`config.mk`:
```
export PLATFORM = sky130hd
export DESIGN_NAME = div_unit_controller
export DESIGN_NICKNAME = d
export VERILOG_FILES = /design/src/rtl/div_unit_controller_pkg.sv /design/src/rtl/div_unit_controller_rr_lane_picker.sv /design/src/rtl/div_unit_controller.sv
export SDC_FILE = /design/constraint.sdc
export NUM_CORES = 1
export LEC_CHECK = 0
export CAP_MARGIN = 20
export CORE_MARGIN = 2
export CORE_UTILIZATION = 49
export CTS_BUF_LIST = sky130_fd_sc_hd__clkbuf_4 sky130_fd_sc_hd__clkbuf_8
export CTS_CLUSTER_SIZE = 30
export DETAILED_ROUTE_END_ITERATION = 8
export GPL_ROUTABILITY_DRIVEN = 0
export PLACE_DENSITY = 0.86
export SLEW_MARGIN = 20
export SYNTH_ARGS = -nofsm -noshare
export SYNTH_HDL_FRONTEND = slang
export SYNTH_SLANG_ARGS = --single-unit
```
`constraint.sdc`:
```
create_clock -name clk -period 3.5 [get_ports clk]
set_input_delay 0.7 -clock clk [delete_from_list [all_inputs] [get_ports clk]]
set_output_delay 0.7 -clock clk [all_outputs]
set_load 0.01 [all_outputs]
```
`src/rtl/div_unit_controller_pkg.sv`:
```
// +----------------------------------------------------------------------+
// | Package : MulDivUnitTypes                                            |
// | Shared types and defaults for the divider lane-arbitration control.  |
// | Rev     : 1.0                                                        |
// +----------------------------------------------------------------------+
`default_nettype none

package MulDivUnitTypes;

    localparam int DIV_LATENCY_DEFAULT = 34;

    typedef enum logic [1:0] {
        IDLE     = 2'd0,
        BUSY     = 2'd1,
        FINISHED = 2'd2
    } DivCtrlState;

    // Index width that stays legal even for a single-lane build.
    function automatic int lane_idx_width(input int n);
        return (n > 1) ? $clog2(n) : 1;
    endfunction

endpackage

`default_nettype wire

```
`src/rtl/div_unit_controller_rr_lane_picker.sv`:
```
// +----------------------------------------------------------------------+
// | Module  : rr_lane_picker                                             |
// | Round-robin pick of one requesting lane, searching from rr_ptr_i.    |
// | Rev     : 1.0                                                        |
// +----------------------------------------------------------------------+
`default_nettype none

module rr_lane_picker
    import MulDivUnitTypes::*;
#(
    parameter int LANE_NUM = 2,
    localparam int c_LANE_W = lane_idx_width(LANE_NUM)
) (
    input  logic [LANE_NUM-1:0] req_i,
    input  logic [c_LANE_W-1:0] rr_ptr_i,
    output logic [LANE_NUM-1:0] grant_o,
    output logic [c_LANE_W-1:0] idx_o,
    output logic                valid_o
);

    int w_lane;

    always_comb begin
        grant_o = '0;
        idx_o   = '0;
        valid_o = 1'b0;
        w_lane  = 0;
        for (int i = 0; i < LANE_NUM; i++) begin
            w_lane = int'(rr_ptr_i) + i;
            if (w_lane >= LANE_NUM) begin
                w_lane = w_lane - LANE_NUM;
            end
            for (int j = 0; j < LANE_NUM; j++) begin
                if (!valid_o && (w_lane == j) && req_i[j]) begin
                    valid_o    = 1'b1;
                    grant_o[j] = 1'b1;
                    idx_o      = c_LANE_W'(j);
                end
            end
        end
    end

endmodule

`default_nettype wire

```
`src/rtl/div_unit_controller.sv`:
```
// +----------------------------------------------------------------------+
// | Module  : div_unit_controller                                        |
// | Arbitrates one shared divider among lanes and tracks its ownership.  |
// | Rev     : 1.0                                                        |
// +----------------------------------------------------------------------+
`default_nettype none

module div_unit_controller
    import MulDivUnitTypes::*;
#(
    parameter int LANE_NUM     = 2,
    parameter int DIV_LATENCY  = DIV_LATENCY_DEFAULT,
    parameter int AL_PTR_WIDTH = 6,
    localparam int c_LANE_W    = lane_idx_width(LANE_NUM)
) (
    input  logic                             clk,
    input  logic                             rst,
    input  logic                             stall,
    input  logic [LANE_NUM-1:0]              divReq,
    input  logic [LANE_NUM*AL_PTR_WIDTH-1:0] divReqPtr,
    input  logic                             ownerFlush,
    input  logic [LANE_NUM-1:0]              divRelease,
    output logic [LANE_NUM-1:0]              divGrant,
    output logic                             divStart,
    output logic [LANE_NUM-1:0]              divFinished,
    output logic                             divBusy,
    output logic [AL_PTR_WIDTH-1:0]          ownerPtr,
    output logic [c_LANE_W-1:0]              ownerLane
);

    localparam int c_CNT_W = 8;
    localparam logic [c_LANE_W-1:0] c_LAST_LANE = c_LANE_W'(LANE_NUM - 1);

    DivCtrlState             state_q;
    logic [c_CNT_W-1:0]      cnt_q;
    logic [c_LANE_W-1:0]     rr_ptr_q;
    logic [c_LANE_W-1:0]     owner_lane_q;
    logic [AL_PTR_WIDTH-1:0] owner_ptr_q;

    logic [LANE_NUM-1:0]     w_pick_grant;
    logic [c_LANE_W-1:0]     w_pick_idx;
    logic                    w_pick_valid;
    logic                    w_grant_en;
    logic [AL_PTR_WIDTH-1:0] w_req_ptr;
    logic [LANE_NUM-1:0]     w_owner_onehot;
    logic                    w_owner_release;

    rr_lane_picker #(
        .LANE_NUM (LANE_NUM)
    ) u_picker (
        .req_i    (divReq),
        .rr_ptr_i (rr_ptr_q),
        .grant_o  (w_pick_grant),
        .idx_o    (w_pick_idx),
        .valid_o  (w_pick_valid)
    );

    assign w_grant_en = !rst && !stall && (state_q == IDLE) && w_pick_valid;

    always_comb begin
        w_req_ptr      = '0;
        w_owner_onehot = '0;
        for (int i = 0; i < LANE_NUM; i++) begin
            if (w_pick_idx == c_LANE_W'(i)) begin
                w_req_ptr = divReqPtr[i*AL_PTR_WIDTH +: AL_PTR_WIDTH];
            end
            if (owner_lane_q == c_LANE_W'(i)) begin
                w_owner_onehot[i] = 1'b1;
            end
        end
    end

    assign w_owner_release = |(divRelease & w_owner_onehot);

    // Counter is loaded with LATENCY-1 and BUSY ends as it reaches zero,
    // so the result is valid exactly DIV_LATENCY cycles after divStart.
    always_ff @(posedge clk) begin
        if (rst) begin
            state_q      <= IDLE;
            cnt_q        <= '0;
            rr_ptr_q     <= '0;
            owner_lane_q <= '0;
            owner_ptr_q  <= '0;
        end else begin
            case (state_q)
                IDLE: begin
                    if (w_grant_en) begin
                        state_q      <= BUSY;
                        cnt_q        <= c_CNT_W'(DIV_LATENCY - 1);
                        owner_lane_q <= w_pick_idx;
                        owner_ptr_q  <= w_req_ptr;
                        rr_ptr_q     <= (w_pick_idx == c_LAST_LANE) ? '0
                                        : w_pick_idx + c_LANE_W'(1);
                    end
                end
                BUSY: begin
                    cnt_q <= cnt_q - c_CNT_W'(1);
                    if (ownerFlush) begin
                        state_q <= IDLE;
                        cnt_q   <= '0;
                    end else if (cnt_q == c_CNT_W'(1)) begin
                        state_q <= FINISHED;
                    end
                end
                FINISHED: begin
                    if (ownerFlush || (w_owner_release && !stall)) begin
                        state_q <= IDLE;
                    end
                end
                default: state_q <= IDLE;
            endcase
        end
    end

    assign divGrant    = w_grant_en ? w_pick_grant : '0;
    assign divStart    = w_grant_en;
    assign divFinished = (!rst && (state_q == FINISHED)) ? w_owner_onehot : '0;
    assign divBusy     = !rst && (state_q != IDLE);
    assign ownerPtr    = owner_ptr_q;
    assign ownerLane   = owner_lane_q;

endmodule

`default_nettype wire

```
Word-level counts from Yosys, hierarchy flattened --
Index checks and enable logic that the tools add are counted.
Storage, ports and cells: output and inout port bits 13, logic and storage cells 74, register bits 18, input bits 20
Operators by class: reduce and logical (&&, ||, !) cells 28, $add $sub $neg 5, equality and inequality tests 8, order comparisons 2, bitwise operators 1, multiplexer cells 25
Operators by type and width (number):
- 32-bit by 2-bit == test with 1-bit output (second input constant) | 2
- 32-bit zero test | 2
- 32-bit two-way mux | 2
- 32-bit by 3-bit >= comparator with 1-bit output (second input constant) | 1
- 32-bit by 3-bit subtractor with 32-bit output (second input constant) | 1
- 8-bit two-way mux | 2
- 8-bit case mux with 2 select lines | 1
- 1-bit logical AND | 13
- 1-bit two-way mux | 12
- 2-bit two-way mux | 6
- 8-bit by 1-bit == test with 1-bit output (second input constant) | 1
- 8-bit by 1-bit subtractor with 8-bit output (second input constant) | 1
- 6-bit two-way mux | 1
- 2-bit case mux with 3 select lines | 1
- 1-bit zero test | 5
- 2-bit != test (second input constant) | 2
- 2-bit AND reduction | 2
- 2-bit nonzero test | 2
- 3-bit != test (second input constant) | 1
- 3-bit AND reduction | 1
- 1-bit by 2-bit subtractor with 3-bit output (second input constant) | 1
- 1-bit by 1-bit adder with 2-bit output (second input constant) | 1
- 2-bit bitwise AND | 1
- 2-bit by 1-bit == test with 1-bit output (second input constant) | 1
- other kinds (6) | 6

Depth between registers and ports, before layout --
depth in word-level cells 20, gate-level depth with buffers 6, gate-level depth less buffers 5

By module --
From an unflattened synthesis, not the netlist that was laid out.
Second synthesis, totals: cell total of the unflattened synthesis 124, area, all modules 1046.0 um^2
By module, submodules not included:
- div_unit_controller | instances 1, cells each 119, area an instance 1013.5 um^2
- rr_lane_picker | instances 1, cells each 5, area an instance 32.5 um^2

Least setup slack after synthesis --
Ideal clock, no wire load.
path type input to output, start point in divReq[0], end point out divGrant[0], path slack 1250 ps, cell stages on the path 5, data arrival time 1550 ps, data required time 2800 ps, path buffers 1, cells stage by stage or2_2 > nand3_1 > inv_1 > buf_2 > and2_1
On the way: longest elaborated chain between the ends 16, elaborated cells between the ends (all ways) 17, classes of those cells mux: 6; reduce/logical: 11
RTL lines:
- from (decl) | RTL line div_unit_controller.sv:19 | input logic [LANE_NUM-1:0] divReq,
- 1-bit logical AND | RTL line div_unit_controller_rr_lane_picker.sv:34 | if (!valid_o && (w_lane == j) && req_i[j]) begin
- 1-bit two-way mux | RTL line div_unit_controller_rr_lane_picker.sv:34
- 1-bit zero test | RTL line div_unit_controller_rr_lane_picker.sv:34
- 1-bit logical AND (2 in a row) | RTL line div_unit_controller_rr_lane_picker.sv:34
- 1-bit two-way mux | RTL line div_unit_controller_rr_lane_picker.sv:34
- 1-bit zero test | RTL line div_unit_controller_rr_lane_picker.sv:34
- 1-bit logical AND (2 in a row) | RTL line div_unit_controller_rr_lane_picker.sv:34
- 1-bit two-way mux * | RTL line div_unit_controller_rr_lane_picker.sv:34
- 1-bit zero test | RTL line div_unit_controller_rr_lane_picker.sv:34
- 1-bit logical AND (2 in a row) | RTL line div_unit_controller_rr_lane_picker.sv:34
- 1-bit two-way mux * | RTL line div_unit_controller_rr_lane_picker.sv:34
- 1-bit logical AND * | RTL line div_unit_controller.sv:58 | assign w_grant_en = !rst && !stall && (state_q == IDLE) && w_pick_valid;
- net divStart | RTL line div_unit_controller.sv:24 | output logic divStart,
- 2-bit two-way mux * | RTL line div_unit_controller.sv:115 | assign divGrant = w_grant_en ? w_pick_grant : '0;
- to (decl) | RTL line div_unit_controller.sv:23 | output logic [LANE_NUM-1:0] divGrant,
The timed path passes the listed nets; every way through them passes the cells marked *.

Final worst setup path --
start point in stall, end point out divGrant[0]
On the way: longest elaborated chain between the ends 5
RTL lines:
- from (decl) | RTL line div_unit_controller.sv:18 | input logic stall,
- 1-bit zero test | RTL line div_unit_controller.sv:58
- 1-bit logical AND (3 in a row) | RTL line div_unit_controller.sv:58
- 2-bit two-way mux | RTL line div_unit_controller.sv:115
Every way passes these cells.

==> flow_summary.json <==
{
  "p_sw_uw": 126,
  "layout_min_cycle_time_ns": 3.22,
  "dr_total_vias": 944,
  "fin_setup_tns_ns": 0,
  "fillers": 147,
  "async_reset_ff_frac": 0,
  "grtUsageMet1": 0.275,
  "yosys.area.top_type_share": 0.389,
  "start_kind": "input pin",
  "max_freq_mhz": 310,
  "fp.dieH_um": 47.5,
  "wl_per_cell_um": 14.6,
  "cts_root_buf": "clkbuf_4",
  "synth_common_cells": "dfxtp_1 (18), nor2_1 (18), a21oi_1 (9)",
  "p_per_area_mw_per_mm2": 352,
  "insertion_delay_ns": 0.30,
  "initial_core_util": 0.530,
  "relSlewSlack": 0.592,
  "worst_ep_arrival_time_ns": 2.52,
  "dieWidth_um": 47.5,
  "yosys.cell_types.count": 29,
  "status": "completed",
  "coreArea_mm2": 0.00175,
  "grt-ovfl-total": 0,
  "final_cell_count_no_fill": 167,
  "fin_skew_ns": 0.00222,
  "final_antenna_net_count": 0,
  "pre_cts_slack_ns": 0.287,
  "syn_inst": 109,
  "layout_setup_ws_ns": 0.277,
  "p_int_uw": 334,
  "met3_usage": 0.0415,
  "setup_viol": 0,
  "yosys-top-cells-area": "dfxtp_1 (39%), mux2i_1 (7.6%), nor2_1 (7.3%)",
  "diodes": 0,
  "tightest_slew_ns": 0.612,
  "fin_crit_sh": 0.921,
  "vdd_drop_max_uv": 297,
  "via_per_inst": 5.65,
  "nNetsFinal": 165,
  "hold_viol": 0,
  "clkSinkCount": 18,
  "cts_tree": "yes",
  "cts_resized": 0,
  "die_area_mm2": 0.00225,
  "grt_usage": 0.248,
  "min_delay_path_depth": 2,
  "yosys_warnings": 0,
  "grt.busiest_layer": "met2",
  "drt-pass1-iter-count": 5,
  "drc": 0,
  "antenna_found_initial": 0,
  "drive_gt1_frac": 0.0915,
  "fin_area_mm2": 0.00131,
  "grt_pass1_vias": 879,
  "p_leak_nw": 0.490,
  "syn-cell-area_um2": 926,
  "placed_cells": 163,
  "rr_worst_depth": 5,
  "comb_power_share": 0.221,
  "hold_path.class": "register to register",
  "hold_buffers": 0,
  "grt.met2_usage": 0.449,
  "rsz0062_at_grt": "no",
  "endpoint_kind": "output port",
  "pwr-share-clk": 0.289,
  "path_class": "input pin to output port",
  "clk_pin_slew_ns": 0.11,
  "switching_share": 0.274,
  "grt_max_degree": 20,
  "ctsHtreeMaxLevel": 1,
  "grt_pass1_wl_mm": 3.81,
  "ff2ff_setup_slack_ns": 1.93,
  "critPathMaxFanout": 16,
  "post_cts_buffers": 0,
  "synth-seq-area-share": 0.389,
  "drt_iter0_markers": 29,
  "yosys.area.top_type": "dfxtp_1",
  "syn_to_final_growth_pct": 41.2,
  "clock_path_buffers": 2,
  "crit_required_ns": 2.80,
  "syn_avg_cell_area_um2": 8.49,
  "syn_nets": 131,
  "fin_util": 0.749,
  "io_pins": 33,
  "wl_mm": 2.43,
  "ys_seq_elements": 18,
  "dp_hpwl_mm": 1.83,
  "synth_top_flop_cell": "dfxtp_1",
  "seqPwrFrac": 0.490,
  "maxCapViolations": 0,
  "rows": 15,
  "synth_edf_count": 0,
  "port_buffers": 32,
  "slew_violations": 0,
  "placed_area_mm2": 0.00127,
  "numCtsBuffers": 3
}
[worst max-delay path: stages]
cell and delay, ns:
clkdlybuf4s50_1 0.44, nor2_1 0.15, nand3_1 0.15, inv_1 0.36, and2_1 0.20, clkdlybuf4s50_1 0.53
[layer usage]
metal	up-vias	share of wire
met5	-	0
met4	0	0.022
met3	5	0.045
met2	34	0.52
met1	440	0.41
li1	465	-
[area by class of cell]
type                       instances  area, um^2  area share
multi-input combinational         80         522       0.399
timing repair buffer              34         335       0.256
tap                               25        31.3      0.0239
sequential                        18         360       0.276
inverter                           6        22.5      0.0172
clock buffer                       4        36.3      0.0278
[sequential cells by signal, summed over array words and instances, names as in the netlist]
| register | count |
|---|---|
| cnt_q | 8 |
| ownerPtr | 6 |
| state_q | 2 |
| ownerLane | 1 |
| rr_ptr_q | 1 |
[cell families after synthesis]
logic type,share of synthesized area
buffers and inverters,0.0473
muxes,0.0757
AOI/OAI and AO/OA,0.224
adders and majority gates,0.0270
DFF,0.389
and+or+nand+nor,0.236
[placed cells by master (no fill, tap or decap), drive strengths merged]
| cell type | n |
|---|---|
| inv | 6 |
| a21oi | 9 |
| nor4b | 1 |
| nand4b | 2 |
| o21ai | 4 |
| nand3 | 2 |
| or3 | 1 |
| o221a | 2 |
| a31oi | 4 |
| dfxtp | 18 |
| clkdlybuf4s50 | 32 |
| and2 | 2 |
| or2 | 2 |
| o41ai | 1 |
| a211oi | 7 |
| o21a | 2 |
| nor2 | 18 |
| ha | 2 |
| nor3 | 7 |
| mux2i | 7 |
| nor3b | 1 |
| or3b | 1 |
| or2b | 1 |
| buf | 2 |
| and4bb | 1 |
| o31ai | 2 |
| nor4 | 1 |
| clkbuf | 4 |
[final timing paths]
path / start / endpoint
max: stall / divGrant[0]
min: cnt_q[6] / cnt_q[6]
max reg2reg: state_q[1] / ownerPtr[3]
min reg2reg: cnt_q[6] / cnt_q[6]
[power by group through the flow]
stage	Combinational, mW	Clock (mW)	Sequential [mW]
2_1_floorplan	0.0508	0	0.230
3_3_place_gp	0.0968	0	0.230
3_5_place_dp	0.101	0	0.230
4_1_cts	0.102	0.138	0.225
5_1_grt	0.111	0.143	0.228
6_report	0.102	0.133	0.226
[through the flow]
step / total power [mW] / hold WS [ns]
floorplan: 0.281 / 0.447
global placement: 0.326 / 0.460
detailed placement: 0.331 / 0.471
CTS: 0.465 / 0.487
global route: 0.482 / 0.519
finish: 0.460 / 0.488
(Power assumes the default switching activity.)
